### src/rtl/display_scan_driver.sv
// Time-multiplexed scan driver for common-anode BCD displays: a shadow register of
// DIGITS BCD values, a one-cycle dead time between slots, leading-zero blanking and per-digit blink.
module display_scan_driver #(
  parameter int DIGITS          = 4,
  parameter int TICKS_PER_DIGIT = 50000,
  parameter int BLINK_FRAMES    = 64
) (
  input  logic                        Clock,
  input  logic                        Reset,
  input  logic [4*DIGITS-1:0]         Digits,
  input  logic                        Load,
  input  logic                        BlankLeadingZeros,
  input  logic [DIGITS-1:0]           BlinkMask,
  output logic [3:0]                  ActiveDigit,
  output logic [DIGITS-1:0]           DigitEnable,
  output logic [$clog2(DIGITS)-1:0]   ScanIndex,
  output logic                        FrameStart
);

  localparam int SW = $clog2(DIGITS);
  localparam int TW = (TICKS_PER_DIGIT > 1) ? $clog2(TICKS_PER_DIGIT) : 1;
  localparam int FW = (BLINK_FRAMES > 1) ? $clog2(BLINK_FRAMES) : 1;

  logic [DIGITS-1:0][3:0] shadow_q, shadow_d;
  logic [TW-1:0]          tick_q, tick_d;
  logic [SW-1:0]          scan_q, scan_d;
  logic [FW-1:0]          frame_q, frame_d;
  logic                   blink_q, blink_d;
  logic [3:0]             digit_q, digit_d;
  logic [DIGITS-1:0]      en_q, en_d;
  logic                   fs_q, fs_d;

  logic                   tick_end, wrap, blanked;
  logic [DIGITS-1:0]      lz;

  always_comb begin
    shadow_d = Load ? Digits : shadow_q;
    tick_end = (tick_q == TW'(TICKS_PER_DIGIT - 1));
    wrap     = tick_end && (scan_q == SW'(DIGITS - 1));
    tick_d   = tick_end ? '0 : tick_q + 1'b1;
    scan_d   = scan_q;
    if (tick_end) scan_d = wrap ? '0 : scan_q + 1'b1;

    frame_d = frame_q;
    blink_d = blink_q;
    if (wrap) begin
      if (frame_q == FW'(BLINK_FRAMES - 1)) begin
        frame_d = '0;
        blink_d = ~blink_q;
      end else begin
        frame_d = frame_q + 1'b1;
      end
    end

    // lz[i]: digits i..DIGITS-1 are all zero. Uses the incoming shadow so a
    // load coinciding with the end of the dead cycle is already visible.
    lz = '0;
    lz[DIGITS-1] = (shadow_d[DIGITS-1] == 4'd0);
    for (int i = DIGITS - 2; i >= 0; i--)
      lz[i] = lz[i+1] && (shadow_d[i] == 4'd0);

    blanked = (BlankLeadingZeros && (scan_q != '0) && lz[scan_q]) ||
              (BlinkMask[scan_q] && blink_q);

    digit_d = digit_q;
    en_d    = en_q;
    if (tick_end) begin
      en_d = '1;
    end else if (tick_q == '0) begin
      if (blanked) begin
        digit_d = 4'hF;
        en_d    = '1;
      end else begin
        digit_d = shadow_d[scan_q];
        en_d    = ~(DIGITS'(1) << scan_q);
      end
    end
    fs_d = wrap;
  end

  always_ff @(posedge Clock) begin
    if (Reset) begin
      shadow_q <= '0;
      tick_q   <= '0;
      scan_q   <= '0;
      frame_q  <= '0;
      blink_q  <= 1'b0;
      digit_q  <= 4'hF;
      en_q     <= '1;
      fs_q     <= 1'b0;
    end else begin
      shadow_q <= shadow_d;
      tick_q   <= tick_d;
      scan_q   <= scan_d;
      frame_q  <= frame_d;
      blink_q  <= blink_d;
      digit_q  <= digit_d;
      en_q     <= en_d;
      fs_q     <= fs_d;
    end
  end

  assign ActiveDigit = digit_q;
  assign DigitEnable = en_q;
  assign ScanIndex   = scan_q;
  assign FrameStart  = fs_q;

endmodule
### config.mk
export PLATFORM = sky130hd
export DESIGN_NAME = display_scan_driver
export DESIGN_NICKNAME = d
export VERILOG_FILES = /design/src/rtl/display_scan_driver.sv
export SDC_FILE = /design/constraint.sdc
export NUM_CORES = 1
export LEC_CHECK = 0
export CAP_MARGIN = 10
export CORE_MARGIN = 4
export CORE_UTILIZATION = 53
export CTS_CLUSTER_DIAMETER = 100
export DETAILED_ROUTE_END_ITERATION = 10
export PLACE_DENSITY = 0.79
export SYNTH_ARGS = -nofsm -noshare
export SYNTH_HDL_FRONTEND = slang
export SYNTH_SLANG_ARGS = --single-unit
### constraint.sdc
create_clock -name Clock -period 2.7 [get_ports Clock]
set_input_delay 0.81 -clock Clock [delete_from_list [all_inputs] [get_ports Clock]]
set_output_delay 0.81 -clock Clock [all_outputs]
set_load 0.01 [all_outputs]
==> results of run 1 <==
## layout by cell type (no fill, tap or decap), types with 3 or more instances in the layout
cell type | Yosys | layout
sky130_fd_sc_hd__clkdlybuf4s50_1 | 0 | 34
sky130_fd_sc_hd__nor2_1 | 45 | 45
sky130_fd_sc_hd__nor4_1 | 6 | 6
sky130_fd_sc_hd__mux4_2 | 5 | 5
sky130_fd_sc_hd__a21oi_1 | 15 | 15
sky130_fd_sc_hd__o21ai_0 | 6 | 6
sky130_fd_sc_hd__nor3_1 | 4 | 4
sky130_fd_sc_hd__ha_1 | 7 | 7
sky130_fd_sc_hd__mux2i_1 | 17 | 17
sky130_fd_sc_hd__buf_4 | 1 | 8
sky130_fd_sc_hd__xor2_1 | 8 | 8
sky130_fd_sc_hd__xnor2_1 | 5 | 5
sky130_fd_sc_hd__nand3_1 | 10 | 10
sky130_fd_sc_hd__a2bb2oi_1 | 3 | 3
sky130_fd_sc_hd__dfxtp_1 | 50 | 50
sky130_fd_sc_hd__inv_1 | 8 | 8
sky130_fd_sc_hd__nand4_1 | 7 | 7
sky130_fd_sc_hd__and2_1 | 3 | 3
sky130_fd_sc_hd__clkbuf_8 | 0 | 6
sky130_fd_sc_hd__or3_1 | 7 | 7
sky130_fd_sc_hd__nand2_1 | 13 | 13
## where the power goes
part           switching (mW)  total (mW)  internal (mW)
logic                  0.0837       0.185          0.101
registers              0.0162       0.781          0.765
clock network           0.242       0.453          0.211
total                   0.342        1.42           1.08
## per-layer routing
| layer | wire, um | part of all wire, % | up-vias |
|---|---|---|---|
| li1 | - | - | 953 |
| met1 | 2310 | 47 | 853 |
| met2 | 2410 | 49 | 33 |
| met3 | 173 | 3.5 | 7 |
| met4 | 51 | 1.0 | 0 |
| met5 | 0 | 0 | - |
## worst max-delay path, delay by kind of cell
family                 cells  cell delay [ns]
AO/OA/AOI/OAI              3             0.64
buffers and inverters      2             0.63
AND/OR/NAND/NOR            2             0.50
## final cells by class
| class | instances | area share, % |
|---|---|---|
| clock buffer | 6 | 2.93 |
| clock inverter | 2 | 0.622 |
| inverter | 9 | 1.20 |
| multi-input combinational | 180 | 43.2 |
| sequential | 50 | 35.6 |
| tap | 50 | 2.22 |
| timing repair buffer | 42 | 14.2 |
## stage by stage
step	std cells	setup slack, ns	util (%)	cell area (um2)
4_1_cts	339	0.367	68.9	2820
3_5_place_dp	331	0.0566	66.4	2720
6_report	339	0.340	68.9	2820
5_1_grt	339	0.157	68.9	2820
3_3_place_gp	331	0.0744	66.4	2720
2_1_floorplan	249	0.409	-	2300
## Yosys cell counts (2+ instances only)
master / n / share of area [%]
sky130_fd_sc_hd__buf_1: 2 / 0.33
sky130_fd_sc_hd__nand4_1: 7 / 1.9
sky130_fd_sc_hd__or2_2: 2 / 0.54
sky130_fd_sc_hd__ha_1: 7 / 3.8
sky130_fd_sc_hd__dfxtp_1: 50 / 44
sky130_fd_sc_hd__mux2i_1: 17 / 7.4
sky130_fd_sc_hd__and2_1: 3 / 0.82
sky130_fd_sc_hd__a2bb2oi_1: 3 / 1.1
sky130_fd_sc_hd__or3_1: 7 / 1.9
sky130_fd_sc_hd__or4_4: 2 / 0.98
sky130_fd_sc_hd__nor2_1: 45 / 7.4
sky130_fd_sc_hd__xnor2_1: 5 / 1.9
sky130_fd_sc_hd__o311ai_0: 2 / 0.76
sky130_fd_sc_hd__mux4_2: 5 / 4.9
sky130_fd_sc_hd__a21oi_1: 15 / 3.3
sky130_fd_sc_hd__nand3_1: 10 / 2.2
sky130_fd_sc_hd__inv_1: 8 / 1.3
sky130_fd_sc_hd__nand2_1: 13 / 2.1
sky130_fd_sc_hd__nor4_1: 6 / 1.6
sky130_fd_sc_hd__buf_2: 3 / 0.65
sky130_fd_sc_hd__o21ai_0: 6 / 1.3
sky130_fd_sc_hd__xor2_1: 8 / 3.1
sky130_fd_sc_hd__clkbuf_1: 4 / 0.65
sky130_fd_sc_hd__nor3_1: 4 / 0.87
## sequential cells by signal, summed over array words and instances, names as in the netlist
signal       flops
shadow_q        16
DigitEnable      4
blink_q          1
FrameStart       1
ScanIndex        2
tick_q          16
frame_q          6
ActiveDigit      4
## kinds of logic after synthesis
logic type	after synthesis	synth area share (%)
adders and majority gates	7	3.81
and+or+nand+nor	108	23.6
DFF	50	43.6
muxes	22	12.3
xor gates and xnor gates	13	4.96
buffers and inverters	19	3.43
AOI/OAI and AO/OA	30	8.33
## worst min path at each step
stage	depth (start not counted)	startpoint	endpoint
6_report	1	tick_q[0]	tick_q[0]
5_1_grt	1	tick_q[0]	tick_q[0]
4_1_cts	1	tick_q[0]	tick_q[0]
3_5_place_dp	1	tick_q[0]	tick_q[0]
3_3_place_gp	1	tick_q[0]	tick_q[0]
2_1_floorplan	1	tick_q[0]	tick_q[0]
==> flow_metrics.env, run 1 <==
export IMPL_outcome="completed"
export IMPL_worstSetupEndpoint="DigitEnable[2]"
export IMPL_cp_slowest_stage_delay_ns=0.43
export IMPL_cts_tree="built"
export IMPL_worst_slew_pin_slew_ns=0.510
export IMPL_worst_r2r_endpoint="ActiveDigit[3]"
export IMPL_timing_critical_path_fanout_max=7
export IMPL_drt_vias_per_instance=5.45
export IMPL_synth_edf_count=0
export IMPL_leakagePower_nw=1.08
export IMPL_period_minus_slack_ns=2.36
export IMPL_vias=1846
export IMPL_grt_max_degree=17
export IMPL_grt_busiest_layer="met2"
export IMPL_clock_sink_count=50
export IMPL_grtUsageTotal_pct=19.7
export IMPL_rsz0062_at_grt="false"
export IMPL_yosys_most_used_dff="sky130_fd_sc_hd__dfxtp_1"
export IMPL_netlist_area_um2=2300
export IMPL_floorplan_initialDensity_pct=56.2
export IMPL_first_global_vias=1796
export IMPL_post_synth_cell_area_avg_um2=9.23
export IMPL_post_route_drc_count=0
export IMPL_fin_nets=319
export IMPL_global_route_met3_usage_pct=3.83
export IMPL_cp_startpoint="Digits[9]"
export IMPL_gp_routability_congestion=0.821
export IMPL_multi_input_logic_area_um2=1220
export IMPL_ys_seq_elements=50
export IMPL_worst_hold_slack_ns=0.477
export IMPL_layout_drive_gt1_share_pct=9.69
export IMPL_grtUsageMet2_pct=33.2
export IMPL_clk_root_buffer_cell="sky130_fd_sc_hd__clkbuf_8"
export IMPL_critical_path_startpoint_type="input pin"
export IMPL_postSynthNetCount=280
export IMPL_drtAntennaViolNets=0
export IMPL_first_pass_iters=4
export IMPL_io_pins=35
export IMPL_setup_viol=0
export IMPL_die_height_um=73.8
export IMPL_crit_path_top_delay_cell="sky130_fd_sc_hd__clkdlybuf4s50_1"
export IMPL_core_rowCount=23
export IMPL_worst_clock_skew_ns=0.00550
export IMPL_cts_buffers=5
export IMPL_setup_reg_to_reg_worst_slack_ns=0.37
export IMPL_cp_arrival_ns=2.59
export IMPL_grt_remaining_overflow=0
export IMPL_part_of_the_cycle_the_worst_path_needs_pct=87.4
export IMPL_antennaDiodeCount=0
export IMPL_critical_path_endpoint_type="flop"
export IMPL_port_buffers=34
export IMPL_post_cts_setup_buffer_count=0
export IMPL_drt_wl_total_mm=4.94
export IMPL_timing_worst_setup_path_type="input pin to flop"
export IMPL_tns_ns=0
export IMPL_worst_slew_margin_rel_pct=65.7
export IMPL_max_clock_path_buffers=2
export IMPL_grt_first_pass_wirelength_mm=8.30
export IMPL_grt_met1_usage_pct=25.3
export IMPL_grt_antenna_before_repair=0
export IMPL_sequential_cell_area_um2=1000
export IMPL_power_mw=1.42
export IMPL_synth_yosys_seq_area_share_pct=43.6
export IMPL_n_fill_cell=325
export IMPL_dp_hpwl_mm=3.80
export IMPL_clk_transition_reported_paths_ns=0.09
export IMPL_crit_required_ns=2.93
export IMPL_ys_types=39
export IMPL_coreArea_um2=4090
export IMPL_hold_violations_final=0
export IMPL_pwr_per_cell_area_nw_per_um2=504
export IMPL_post_cts_resize_count=0
export IMPL_worst_ir_drop_vdd_mv=0.323
export IMPL_worstSkewPairLatency_ns=0.30
export IMPL_floorplan_die_width_um=73.8
export IMPL_r2r_start="tick_q[0]"
export IMPL_reg2regPathDepth=7
export IMPL_floorplan_die_area_um2=5450
export IMPL_routed_wire_length_per_instance_um=14.6
export IMPL_max_cap_violation_count=0
export IMPL_cts_hold_fix_buffers=0
export IMPL_area_added_between_synthesis_and_finish_pct=22.5
export IMPL_min_path_type="flop to flop"
export IMPL_asyncSetResetFlopFracSynth_pct=0
export IMPL_synthesis_yosys_warnings=0
export IMPL_htree_depth=2
export IMPL_critical_path_cell_chain="clkdlybuf4s50_1 -> nor4_1 -> nor3b_1 -> o311ai_0 -> buf_4 -> a211oi_4 -> a2bb2oi_1"
export IMPL_drtIter0Drc=147
export IMPL_synth_cells=249
export IMPL_slew_viol_final=0
export IMPL_fmaxAchievable_mhz=424
(Power assumes the default switching activity.)
==> inputs of run 2 (changes only) <==
PLACE_DENSITY = default   (was 0.79)
PLACE_DENSITY_LB_ADDON = 0.1   (was default)
==> run 2 against run 1 <==
Sequential power barely moved. Largest power group unchanged. Final cell count unchanged. Total power fell by 1.4%. Non-clock buffer count unchanged. Clock-buffer cell count grew 1. Global-route usage fell by 0.76 points.
==> flow_metrics.env, run 2 (synthesis gave the netlist of run 1 again) <==
export IMPL_area_added_between_synthesis_and_finish_pct=22.2
export IMPL_critical_path_cell_chain="clkdlybuf4s50_1 -> mux2i_1 -> nand4_1 -> a211oi_1 -> a211oi_4 -> a2bb2oi_1"
export IMPL_cts_hold_fix_buffers=0
export IMPL_drt_vias_per_instance=5.47
export IMPL_part_of_the_cycle_the_worst_path_needs_pct=86.2
export IMPL_worst_path_dominant_cell_family="buffers and inverters"
export IMPL_worst_clock_skew_ns=0.00811
export IMPL_period_minus_slack_ns=2.33
export IMPL_worst_ir_drop_vdd_mv=0.382
export IMPL_critical_path_startpoint_type="input pin"
export IMPL_post_route_drc_count=0
export IMPL_port_buffers=34
export IMPL_max_clock_path_buffers=2
export IMPL_fin_nets=319
export IMPL_sequentialPowerShare_pct=55.8
export IMPL_switching_power_uw=325
export IMPL_cts_buffers=5
export IMPL_power_share_switching_pct=23.2
export IMPL_most_common_layout_cells="50 x sky130_fd_sc_hd__dfxtp_1, 45 x sky130_fd_sc_hd__nor2_1, 34 x sky130_fd_sc_hd__clkdlybuf4s50_1, 17 x sky130_fd_sc_hd__mux2i_1, 15 x sky130_fd_sc_hd__a21oi_1"
export IMPL_wl_met1_mm=2.28
export IMPL_drtAntennaViolNets=0
export IMPL_drt_wl_total_mm=4.74
export IMPL_worst_slew_pin_slew_ns=0.452
export IMPL_mostFrequentLayoutCell="sky130_fd_sc_hd__dfxtp_1"
export IMPL_n_fill_cell=333
export IMPL_floorplan_die_width_um=73.8
export IMPL_worst_slew_margin_rel_pct=69.6
export IMPL_floorplan_die_area_um2=5450
export IMPL_first_global_vias=1784
export IMPL_grt_max_degree=18
export IMPL_worstSkewPairLatency_ns=0.30
export IMPL_layout_cells_non_filler=339
export IMPL_outcome="completed"
export IMPL_routed_wire_length_per_instance_um=14.0
export IMPL_wl_met3_um=259
export IMPL_post_cts_setup_buffer_count=0
export IMPL_crit_path_top_delay_cell="sky130_fd_sc_hd__clkdlybuf4s50_1"
export IMPL_crit_required_ns=2.93
export IMPL_cp_slowest_stage_delay_ns=0.65
export IMPL_grt_first_pass_wirelength_mm=8.05
export IMPL_top_layer="met4"
export IMPL_die_height_um=73.8
export IMPL_grt_remaining_overflow=0
export IMPL_slew_viol_final=0
export IMPL_min_path_type="flop to flop"
export IMPL_critical_path_endpoint_type="flop"
export IMPL_cts_tree="built"
export IMPL_tns_ns=0
export IMPL_leakagePower_nw=1.08
export IMPL_worst_hold_slack_ns=0.470
export IMPL_htree_depth=2
export IMPL_core_rowCount=23
export IMPL_antennaDiodeCount=0
export IMPL_grtUsageTotal_pct=18.9
export IMPL_post_cts_resize_count=0
export IMPL_wl_met2_mm=2.18
export IMPL_clk_root_buffer_cell="sky130_fd_sc_hd__clkbuf_8"
export IMPL_setup_viol=0
export IMPL_drtIter0Drc=157
export IMPL_clk_transition_reported_paths_ns=0.09
export IMPL_layout_drive_gt1_share_pct=9.34
export IMPL_clock_sink_count=50
export IMPL_rsz0062_at_grt="false"
export IMPL_fmaxAchievable_mhz=430
export IMPL_pwr_per_cell_area_nw_per_um2=498
export IMPL_cp_arrival_ns=2.56
export IMPL_timing_critical_path_fanout_max=8
export IMPL_grt_antenna_before_repair=0
export IMPL_floorplan_initialDensity_pct=56.2
export IMPL_timing_worst_setup_path_type="input pin to flop"
export IMPL_dp_hpwl_mm=3.76
export IMPL_clock_power_share_pct=31.0
export IMPL_gp_routability_congestion=0.866
export IMPL_hold_violations_final=0
export IMPL_reg_top3="shadow_q: 16 flops, tick_q: 16 flops, frame_q: 6 flops"
export IMPL_cellInternalPower_mw=1.07
export IMPL_first_pass_iters=4
export IMPL_placed_cells=331
export IMPL_io_pins=35
export IMPL_vias=1853
export IMPL_coreArea_um2=4090
export IMPL_pwr_share_comb_pct=13.2
export IMPL_worstPathBufferInverterCount=1
export IMPL_max_cap_violation_count=0
[run 2: changes by cell type in the layout (fill, tap and decap cells not counted), sizes merged]
cell,before,now
clkbuf,6,7
clkinv,3,2
[run 2: final cells by class]
cell class | count | area [um2] | area share (%)
Clock buffer | 7 | 86.3 | 3.08
Timing Repair Buffer | 42 | 400 | 14.3
Clock inverter | 1 | 5.00 | 0.178
Tap cell | 50 | 62.6 | 2.23
Inverter | 9 | 33.8 | 1.20
Multi-Input combinational cell | 180 | 1220 | 43.4
Sequential cell | 50 | 1000 | 35.7
[run 2: path summary, 6_finish.rpt]
kind | start | end | slack [ns] | cells past startpoint
hold / removal | tick_q[0] | tick_q[0] | 0.47 | 1
hold reg to reg | tick_q[0] | tick_q[0] | 0.47 | 1
setup / recovery | Load | DigitEnable[2] | 0.37 | 6
setup reg to reg | tick_q[0] | ActiveDigit[2] | 0.42 | 7
[run 2: worst register-to-register path: stages, from the launching register on]
cell,delay (ns)
sky130_fd_sc_hd__dfxtp_1,0.33
sky130_fd_sc_hd__inv_1,0.06
sky130_fd_sc_hd__ha_1,0.13
sky130_fd_sc_hd__or4b_1,0.42
sky130_fd_sc_hd__or4_4,0.52
sky130_fd_sc_hd__a21o_1,0.23
sky130_fd_sc_hd__a211oi_4,0.35
sky130_fd_sc_hd__a21oi_1,0.12
[run 2: layer usage]
metal | up-vias | track usage [%]
li1 | 957 | -
met1 | 853 | 25.2
met2 | 39 | 30.7
met3 | 4 | 3.69
met4 | 0 | 6.04
met5 | - | 0
[run 2: power by group through the flow]
stage | combinational (mW) | clock (mW) | sequential (mW)
after floorplan | 0.0938 | 0 | 0.800
after global placement | 0.182 | 0 | 0.799
after detailed placement | 0.185 | 0 | 0.799
after CTS | 0.185 | 0.448 | 0.781
after global routing | 0.202 | 0.475 | 0.785
final | 0.184 | 0.434 | 0.781
[run 2: stage by stage]
stage | utilization, % | area (um2) | power (mW) | worst slack [ns]
global route | 68.7 | 2810 | 1.46 | 0.207
global placement | 66.4 | 2720 | 0.981 | 0.112
finish | 68.7 | 2810 | 1.40 | 0.372
CTS | 68.7 | 2810 | 1.41 | 0.370
floorplan | - | 2300 | 0.894 | 0.409
detailed placement | 66.4 | 2720 | 0.983 | 0.0557
==> inputs of run 3 (changes only) <==
CAP_MARGIN = 20   (was 10)
==> results of run 3 <==
The final DEF is identical to that of run 2; final timing and power are the same.
